[config.mk]
export PLATFORM = sky130hd
export DESIGN_NAME = param_fifo
export DESIGN_NICKNAME = d
export VERILOG_FILES = /design/src/rtl/param_fifo.sv
export SDC_FILE = /design/constraint.sdc
export NUM_CORES = 1
export LEC_CHECK = 0
export CAP_MARGIN = 20
export CORE_ASPECT_RATIO = 0.8
export CORE_UTILIZATION = 50
export DETAILED_ROUTE_END_ITERATION = 8
export PLACE_DENSITY = 0.65
export SLEW_MARGIN = 20
export SYNTH_ARGS = -nofsm -noshare
export SYNTH_HDL_FRONTEND = slang
export SYNTH_SLANG_ARGS = --single-unit
export TNS_END_PERCENT = 100
[constraint.sdc]
create_clock -name param_fifo_clk_i -period 6.6 [get_ports param_fifo_clk_i]
set_clock_uncertainty 0.1 [all_clocks]
set_input_delay 1.32 -clock param_fifo_clk_i [delete_from_list [all_inputs] [get_ports param_fifo_clk_i]]
set_output_delay 1.32 -clock param_fifo_clk_i [all_outputs]
set_load 0.01 [all_outputs]
[src/rtl/param_fifo.sv]
// Synchronous single-clock FIFO with registered status flags, sticky error
// flags and a choice of registered-read or first-word-fall-through output.
module param_fifo #(
    parameter int unsigned DATA_W    = 32,
    parameter int unsigned DEPTH     = 8,
    parameter int unsigned AFULL_TH  = DEPTH - 2,
    parameter int unsigned AEMPTY_TH = 1,
    parameter bit          FWFT      = 1'b0
) (
    input  logic                       param_fifo_clk_i,
    input  logic                       param_fifo_rst_i,
    input  logic                       param_fifo_writeflag_i,
    input  logic [DATA_W-1:0]          param_fifo_writedata_i,
    input  logic                       param_fifo_readflag_i,
    input  logic                       param_fifo_errclr_i,
    output logic [DATA_W-1:0]          param_fifo_readdata_o,
    output logic                       param_fifo_readvalid_o,
    output logic                       param_fifo_emptyflag_o,
    output logic                       param_fifo_fullflag_o,
    output logic                       param_fifo_afullflag_o,
    output logic                       param_fifo_aemptyflag_o,
    output logic [$clog2(DEPTH):0]     param_fifo_count_o,
    output logic                       param_fifo_overflow_o,
    output logic                       param_fifo_underflow_o
);

    localparam int unsigned AW = $clog2(DEPTH);
    localparam int unsigned CW = AW + 1;

    localparam logic [CW-1:0] L_DEPTH  = CW'(DEPTH);
    localparam logic [CW-1:0] L_AFULL  = CW'(AFULL_TH);
    localparam logic [CW-1:0] L_AEMPTY = CW'(AEMPTY_TH);

    logic [DATA_W-1:0] r_mem [DEPTH];
    logic [AW-1:0]     r_wptr;
    logic [AW-1:0]     r_rptr;
    logic [CW-1:0]     r_count;
    logic              r_empty;
    logic              r_full;
    logic              r_afull;
    logic              r_aempty;
    logic              r_ovf;
    logic              r_unf;

    logic              w_rd_acc;
    logic              w_wr_acc;
    logic [CW-1:0]     w_count_d;

    // A read frees a slot in the same cycle, so a full FIFO still takes a write.
    always_comb begin
        w_rd_acc  = param_fifo_readflag_i && (r_count != '0);
        w_wr_acc  = param_fifo_writeflag_i && (!r_full || w_rd_acc);
        w_count_d = r_count + CW'(w_wr_acc) - CW'(w_rd_acc);
    end

    always_ff @(posedge param_fifo_clk_i) begin
        if (param_fifo_rst_i && w_wr_acc) begin
            r_mem[r_wptr] <= param_fifo_writedata_i;
        end
    end

    always_ff @(posedge param_fifo_clk_i) begin
        if (!param_fifo_rst_i) begin
            r_wptr   <= '0;
            r_rptr   <= '0;
            r_count  <= '0;
            r_empty  <= 1'b1;
            r_full   <= 1'b0;
            r_afull  <= 1'b0;
            r_aempty <= 1'b1;
            r_ovf    <= 1'b0;
            r_unf    <= 1'b0;
        end else begin
            if (w_wr_acc) r_wptr <= r_wptr + AW'(1);
            if (w_rd_acc) r_rptr <= r_rptr + AW'(1);
            r_count  <= w_count_d;
            r_empty  <= (w_count_d == '0);
            r_full   <= (w_count_d == L_DEPTH);
            r_afull  <= (w_count_d >= L_AFULL);
            r_aempty <= (w_count_d <= L_AEMPTY);
            // A new error in the clear cycle wins over the clear.
            r_ovf    <= (r_ovf && !param_fifo_errclr_i)
                        || (param_fifo_writeflag_i && !w_wr_acc);
            r_unf    <= (r_unf && !param_fifo_errclr_i)
                        || (param_fifo_readflag_i && !w_rd_acc);
        end
    end

    generate
        if (FWFT) begin : g_fwft
            // Masked while empty so stale storage never leaks out after reset.
            assign param_fifo_readdata_o  = r_empty ? '0 : r_mem[r_rptr];
            assign param_fifo_readvalid_o = !r_empty;
        end else begin : g_regread
            logic [DATA_W-1:0] r_rdata;
            logic              r_rvalid;

            always_ff @(posedge param_fifo_clk_i) begin
                if (!param_fifo_rst_i) begin
                    r_rdata  <= '0;
                    r_rvalid <= 1'b0;
                end else begin
                    r_rvalid <= w_rd_acc;
                    if (w_rd_acc) r_rdata <= r_mem[r_rptr];
                end
            end

            assign param_fifo_readdata_o  = r_rdata;
            assign param_fifo_readvalid_o = r_rvalid;
        end
    endgenerate

    assign param_fifo_emptyflag_o  = r_empty;
    assign param_fifo_fullflag_o   = r_full;
    assign param_fifo_afullflag_o  = r_afull;
    assign param_fifo_aemptyflag_o = r_aempty;
    assign param_fifo_count_o      = r_count;
    assign param_fifo_overflow_o   = r_ovf;
    assign param_fifo_underflow_o  = r_unf;

endmodule

==> results of run 1 <==
synthesized netlist by cell type, drive strengths merged:
library cell / count
or3: 2
o21a: 1
xnor2: 1
nor2: 44
nand3: 2
inv: 11
fa: 1
a21o: 1
a2bb2oi: 2
o22ai: 64
nand2b: 3
clkbuf: 21
o21ai: 34
nor4b: 1
nand2: 6
edfxtp: 256
xor2: 4
a21oi: 34
and2: 3
o31ai: 1
or3b: 1
dfxtp: 49
o311ai: 1
and3: 1
ha: 7
nor3: 3
nor4: 3
mux2i: 130
or2: 2
buf: 21
cells by family (layout without fill, tap and decap cells):
group           count (synthesis)  count (layout)  share of synthesized area
compound gates                138             138                     0.0693
xor+xnor                        5               5                    0.00381
fa+ha+maj                       8               8                    0.00935
buf+inv                        53             162                     0.0233
flops                         305             305                      0.753
mux                           130             130                      0.113
simple gates                   71              71                     0.0278
worst max-delay path: cells and delay by family:
kind | cells | cell delay [ns]
buffers and inverters | 3 | 2.11
AND/OR/NAND/NOR | 1 | 0.72
power by group:
group	switching, mW	internal [mW]	leakage (nW)
clock	0.667	0.951	0.479
sequential	0.130	2.26	2.72
combinational	0.604	0.545	1.29
routing by layer:
layer	wire, um	global-route usage
met1	10300	0.264
met2	10600	0.331
met3	873	0.0290
met4	346	0.0382
met5	0	0
state kept, by name (all words and copies together) (netlist names):
name	flops
param_fifo_count_o	4
r_mem	256
param_fifo_underflow_o	1
param_fifo_fullflag_o	1
r_wptr	3
param_fifo_overflow_o	1
param_fifo_aemptyflag_o	1
r_rptr	3
param_fifo_afullflag_o	1
param_fifo_readvalid_o	1
param_fifo_emptyflag_o	1
param_fifo_readdata_o	32
area by class of cell:
| class | instances | area, um^2 |
|---|---|---|
| clock buffer | 42 | 867 |
| clock inverter | 14 | 96.3 |
| fill | 1654 | 8870 |
| inverter | 11 | 41.3 |
| multi-input combinational | 352 | 2620 |
| sequential | 305 | 8670 |
| tap | 306 | 383 |
| timing repair buffer | 95 | 951 |
per-stage QoR:
step / power (mW) / hold WS, ns / setup slack (ns)
6_report: 5.16 / 0.402 / 2.50
5_1_grt: 5.39 / 0.454 / 2.31
4_1_cts: 5.20 / 0.407 / 2.46
3_5_place_dp: 3.58 / 0.391 / 1.93
3_3_place_gp: 3.55 / 0.380 / 2.06
2_1_floorplan: 3.20 / 0.393 / 0.956
worst min path at each step:
stage,startpoint,endpoint,slack [ns],cells past startpoint
after floorplan,r_wptr[2],r_wptr[2],0.39,2
after global placement,param_fifo_underflow_o,param_fifo_underflow_o,0.38,2
after detailed placement,param_fifo_underflow_o,param_fifo_underflow_o,0.39,2
after CTS,param_fifo_underflow_o,param_fifo_underflow_o,0.41,2
after global routing,param_fifo_overflow_o,param_fifo_overflow_o,0.45,2
final,param_fifo_underflow_o,param_fifo_underflow_o,0.40,2
==> flow_metrics.env, run 1 <==
export IMPL_fp_dieH_um=138
export IMPL_ys_types=33
export IMPL_grt_pass1_wl_mm=34.1
export IMPL_powerDensity_mw_per_mm2=378
export IMPL_die_area_mm2=0.0236
export IMPL_r2r_cells=12
export IMPL_avgViaCountPerCell=5.38
export IMPL_dpl_hpwl_mm=12.4
export IMPL_grt_use_total=0.193
export IMPL_final_setup_tns_ns=0
export IMPL_crit_start="param_fifo_rst_i"
export IMPL_vdd_drop_max_mv=0.223
export IMPL_ys_seq_area_frac=0.753
export IMPL_gp_congestion=0.770
export IMPL_rsz0062_at_grt="false"
export IMPL_reg2reg_slack_ns=3.42
export IMPL_wl_per_cell_um=19.6
export IMPL_ant_nets=0
export IMPL_drc_errors=0
export IMPL_syn_cell_area_mm2=0.0115
export IMPL_crit_end="r_mem[0][12]"
export IMPL_worst_setup_path_type="input port to flop"
export IMPL_grt_antenna_before_repair=0
export IMPL_ctsResizeCount=0
export IMPL_p_leak_nw=4.48
export IMPL_drv_slew=0
export IMPL_arrival_ns=4.19
export IMPL_gr_total_overflow=0
export IMPL_cts_root_buffer="clkbuf_16"
export IMPL_std_cell_rows=49
export IMPL_drt_wl_total_mm=22.1
export IMPL_drtIter0Drc=359
export IMPL_status="finished clean"
export IMPL_die_x_um=172
export IMPL_drive_above_1_share=0.0916
export IMPL_yosysTopAreaCellShare=0.668
export IMPL_crit_path_start_kind="input port"
export IMPL_setup_viol=0
export IMPL_worst_pin_slew_ns=0.975
export IMPL_max_freq_ghz=0.244
export IMPL_dr_pass1_iters=5
export IMPL_cts_hold_buf=0
export IMPL_yosysWarnings=0
export IMPL_fin_nets=840
export IMPL_final_area_mm2=0.0136
export IMPL_io_pins=80
export IMPL_layout_common_cells="256 x edfxtp_1, 130 x mux2i_1, 79 x clkdlybuf4s50_1, 64 x o22ai_1, 48 x dfxtp_1"
export IMPL_final_min_clock_period_ns=4.10
export IMPL_vias=6050
export IMPL_grt_max_degree=68
export IMPL_critPathMaxFanout=24
export IMPL_clk_path_buf_depth=3
export IMPL_first_global_vias=6045
export IMPL_n_antenna_cell=0
export IMPL_coreArea_mm2=0.0225
export IMPL_clkSinkCount=305
export IMPL_cp_required_ns=6.69
export IMPL_synth_area_top_cells="edfxtp_1 67%, mux2i_1 11%, dfxtp_1 8.5%"
export IMPL_synth_area_leader_cell="edfxtp_1"
export IMPL_post_cts_buffers=0
export IMPL_final_common_cell="edfxtp_1"
export IMPL_postSynthNetCount=755
export IMPL_cp_end_kind="flop"
export IMPL_dpl_cell_area_mm2=0.0126
export IMPL_cts_tree="built"
export IMPL_fin_util=0.606
export IMPL_slowest_delay_ns=1.11
export IMPL_fin_crit_sh=0.622
export IMPL_synth_seq_cells=305
export IMPL_path_cells="clkdlybuf4s50_1 -> inv_1 -> nor3_2 -> buf_4"
export IMPL_h_tree_depth=1
export IMPL_instances_no_fill=1125
export IMPL_synth_avg_cell_area_um2=16.2
export IMPL_cpMaxStageDelayCell="clkdlybuf4s50_1"
export IMPL_dp_cells=1068
export IMPL_clk_latency_ns=0.54
export IMPL_r2r_start="param_fifo_count_o[2]"
export IMPL_max_cap_viol_count=0
export IMPL_cts_buffers_inserted=30
export IMPL_syn_inst=710
export IMPL_start_util=0.511
export IMPL_hold_violations=0
export IMPL_portBuffers=79
export IMPL_hold_class="flop to flop"
export IMPL_clkTransAtPathRegs_ns=0.06
export IMPL_r2r_end="param_fifo_emptyflag_o"
export IMPL_area_delta_synth_final_pct=18.5
export IMPL_max_slew_margin_rel=0.348
(Power assumes the default switching activity.)
==> run 2: changes to the inputs <==
==> constraint.sdc (replaced) <==
create_clock -name param_fifo_clk_i -period 4.29 [get_ports param_fifo_clk_i]
set_clock_uncertainty 0.1 [all_clocks]
set_input_delay 0.858 -clock param_fifo_clk_i [delete_from_list [all_inputs] [get_ports param_fifo_clk_i]]
set_output_delay 0.858 -clock param_fifo_clk_i [all_outputs]
set_load 0.01 [all_outputs]
==> flow_metrics.env, run 2 (same netlist as run 1, synthesis figures left out) <==
export IMPL_status="finished clean"
export IMPL_cts_root_buffer="clkbuf_16"
export IMPL_max_cap_viol_count=0
export IMPL_wl_per_cell_um=19.5
export IMPL_rsz0062_at_grt="false"
export IMPL_ff_latch_area_mm2=0.00867
export IMPL_fin_ws_ns=0.979
export IMPL_p_total_mw=7.95
export IMPL_regMostFlops="r_mem"
export IMPL_final_common_cell="edfxtp_1"
export IMPL_cts_tree="built"
export IMPL_final_min_clock_period_ns=3.31
export IMPL_drv_slew=0
export IMPL_critical_path_buf_inv_count=3
export IMPL_fill_cells=1687
export IMPL_vias=6212
export IMPL_n_antenna_cell=0
export IMPL_area_delta_synth_final_pct=18.7
export IMPL_ant_nets=0
export IMPL_whs_path_depth=2
export IMPL_gp_congestion=0.735
export IMPL_critPathMaxFanout=10
export IMPL_p_leak_nw=4.49
export IMPL_dpl_hpwl_mm=13.2
export IMPL_path_cells="inv_1 -> ha_1 -> nand2_1 -> o311ai_2 -> ha_1 -> inv_1 -> ha_1 -> inv_1 -> fa_1 -> xor2_1 -> nand2_1 -> nor4b_1"
export IMPL_dp_slack_ns=0.555
export IMPL_drtIter0Drc=399
export IMPL_hold_end="param_fifo_underflow_o"
export IMPL_drt_wl_total_mm=22.0
export IMPL_clk_path_buf_depth=3
export IMPL_cp_end_kind="flop"
export IMPL_dr_pass1_iters=4
export IMPL_grt_max_degree=68
export IMPL_die_x_um=172
export IMPL_arrival_ns=3.62
export IMPL_drc_errors=0
export IMPL_holdWs_ns=0.403
export IMPL_hold_violations=0
export IMPL_coreArea_mm2=0.0225
export IMPL_drive_above_1_share=0.0911
export IMPL_cp_top_family="adder cells"
export IMPL_die_area_mm2=0.0236
export IMPL_max_freq_ghz=0.302
export IMPL_ctsResizeCount=0
export IMPL_reg2reg_slack_ns=0.98
export IMPL_dpl_cell_area_mm2=0.0127
export IMPL_powerDensity_mw_per_mm2=582
export IMPL_io_pins=80
export IMPL_cp_required_ns=4.60
export IMPL_crit_path_start_kind="flop"
export IMPL_fp_dieH_um=138
export IMPL_multiInputGateArea_mm2=0.00264
export IMPL_slowest_delay_ns=0.73
export IMPL_clkTransAtPathRegs_ns=0.06
export IMPL_grt_use_total=0.193
export IMPL_setup_viol=0
export IMPL_avgViaCountPerCell=5.50
export IMPL_gr_total_overflow=0
export IMPL_clkSinkCount=305
export IMPL_crit_start="param_fifo_count_o[2]"
export IMPL_largest_register_ffs=256
export IMPL_worst_pin_slew_ns=1.01
export IMPL_grt_antenna_before_repair=0
export IMPL_start_util=0.511
export IMPL_max_slew_margin_rel=0.328
export IMPL_grt_pass1_wl_mm=34.5
export IMPL_final_area_mm2=0.0137
export IMPL_portBuffers=79
export IMPL_hold_class="flop to flop"
export IMPL_cpMaxStageDelayCell="o311ai_2"
export IMPL_clk_latency_ns=0.53
export IMPL_first_global_vias=6271
export IMPL_h_tree_depth=1
export IMPL_layout_common_cells="256 x edfxtp_1, 130 x mux2i_1, 79 x clkdlybuf4s50_1, 64 x o22ai_1, 48 x dfxtp_1"
export IMPL_min_delay_start="param_fifo_underflow_o"
export IMPL_worst_setup_path_type="flop to flop"
export IMPL_cts_hold_buf=0
export IMPL_r2r_start="param_fifo_count_o[2]"
export IMPL_std_cell_rows=49
export IMPL_fin_nets=844
export IMPL_r2r_cells=12
export IMPL_final_setup_tns_ns=0
export IMPL_cts_buffers_inserted=30
export IMPL_vdd_drop_max_mv=0.369
export IMPL_fin_crit_sh=0.772
export IMPL_post_cts_buffers=0
export IMPL_r2r_end="param_fifo_fullflag_o"
==> run 2: changes by cell type in the layout (fill, tap and decap cells not counted) <==
cell | before | now
buf_16 | 2 | 0
clkinv_4 | 2 | 0
clkinv_1 | 5 | 6
buf_12 | 0 | 2
nor3_4 | 0 | 2
clkinv_2 | 6 | 4
clkbuf_1 | 6 | 9
buf_4 | 14 | 18
nor3_2 | 3 | 1
nor4_4 | 0 | 1
nor4_2 | 3 | 2
==> run 2: worst max-delay path by stage <==
stage,cells after the start,to
floorplan,3,r_mem[2][0]
CTS,12,param_fifo_fullflag_o
global placement,11,param_fifo_fullflag_o
finish,12,param_fifo_fullflag_o
global route,12,param_fifo_fullflag_o
detailed placement,11,param_fifo_fullflag_o
==> run 2: where the power goes <==
part | total (mW) | switching [mW] | internal [mW] | leakage [nW]
registers | 3.66 | 0.191 | 3.47 | 2.72
logic | 1.80 | 0.955 | 0.847 | 1.31
clock network | 2.48 | 1.02 | 1.46 | 0.468
==> run 2: cell type report <==
cell class	instances	share of cell area
flip-flops and latches	305	0.635
clock inverters	11	0.00531
clock buffers	45	0.0643
inverters	11	0.00302
multi-input cells	352	0.193
well taps	306	0.0280
repair buffers	99	0.0707
==> run 2: worst min-delay path, cell delays in order, from the launching register on <==
cell	delay (ns)
dfxtp_1	0.33
a2bb2oi_1	0.06
nor2_1	0.08
==> run 2: routing by layer <==
layer  GRT usage  wire length, um
met5           0                0
met4      0.0437              342
met3      0.0287              794
met2       0.309            10200
met1       0.281            10600
==> run 2: metrics by stage <==
step                cells  utilization
floorplan             710            -
global placement     1073        0.565
finish               1129        0.607
detailed placement   1073        0.565
global route         1129        0.607
CTS                  1129        0.607
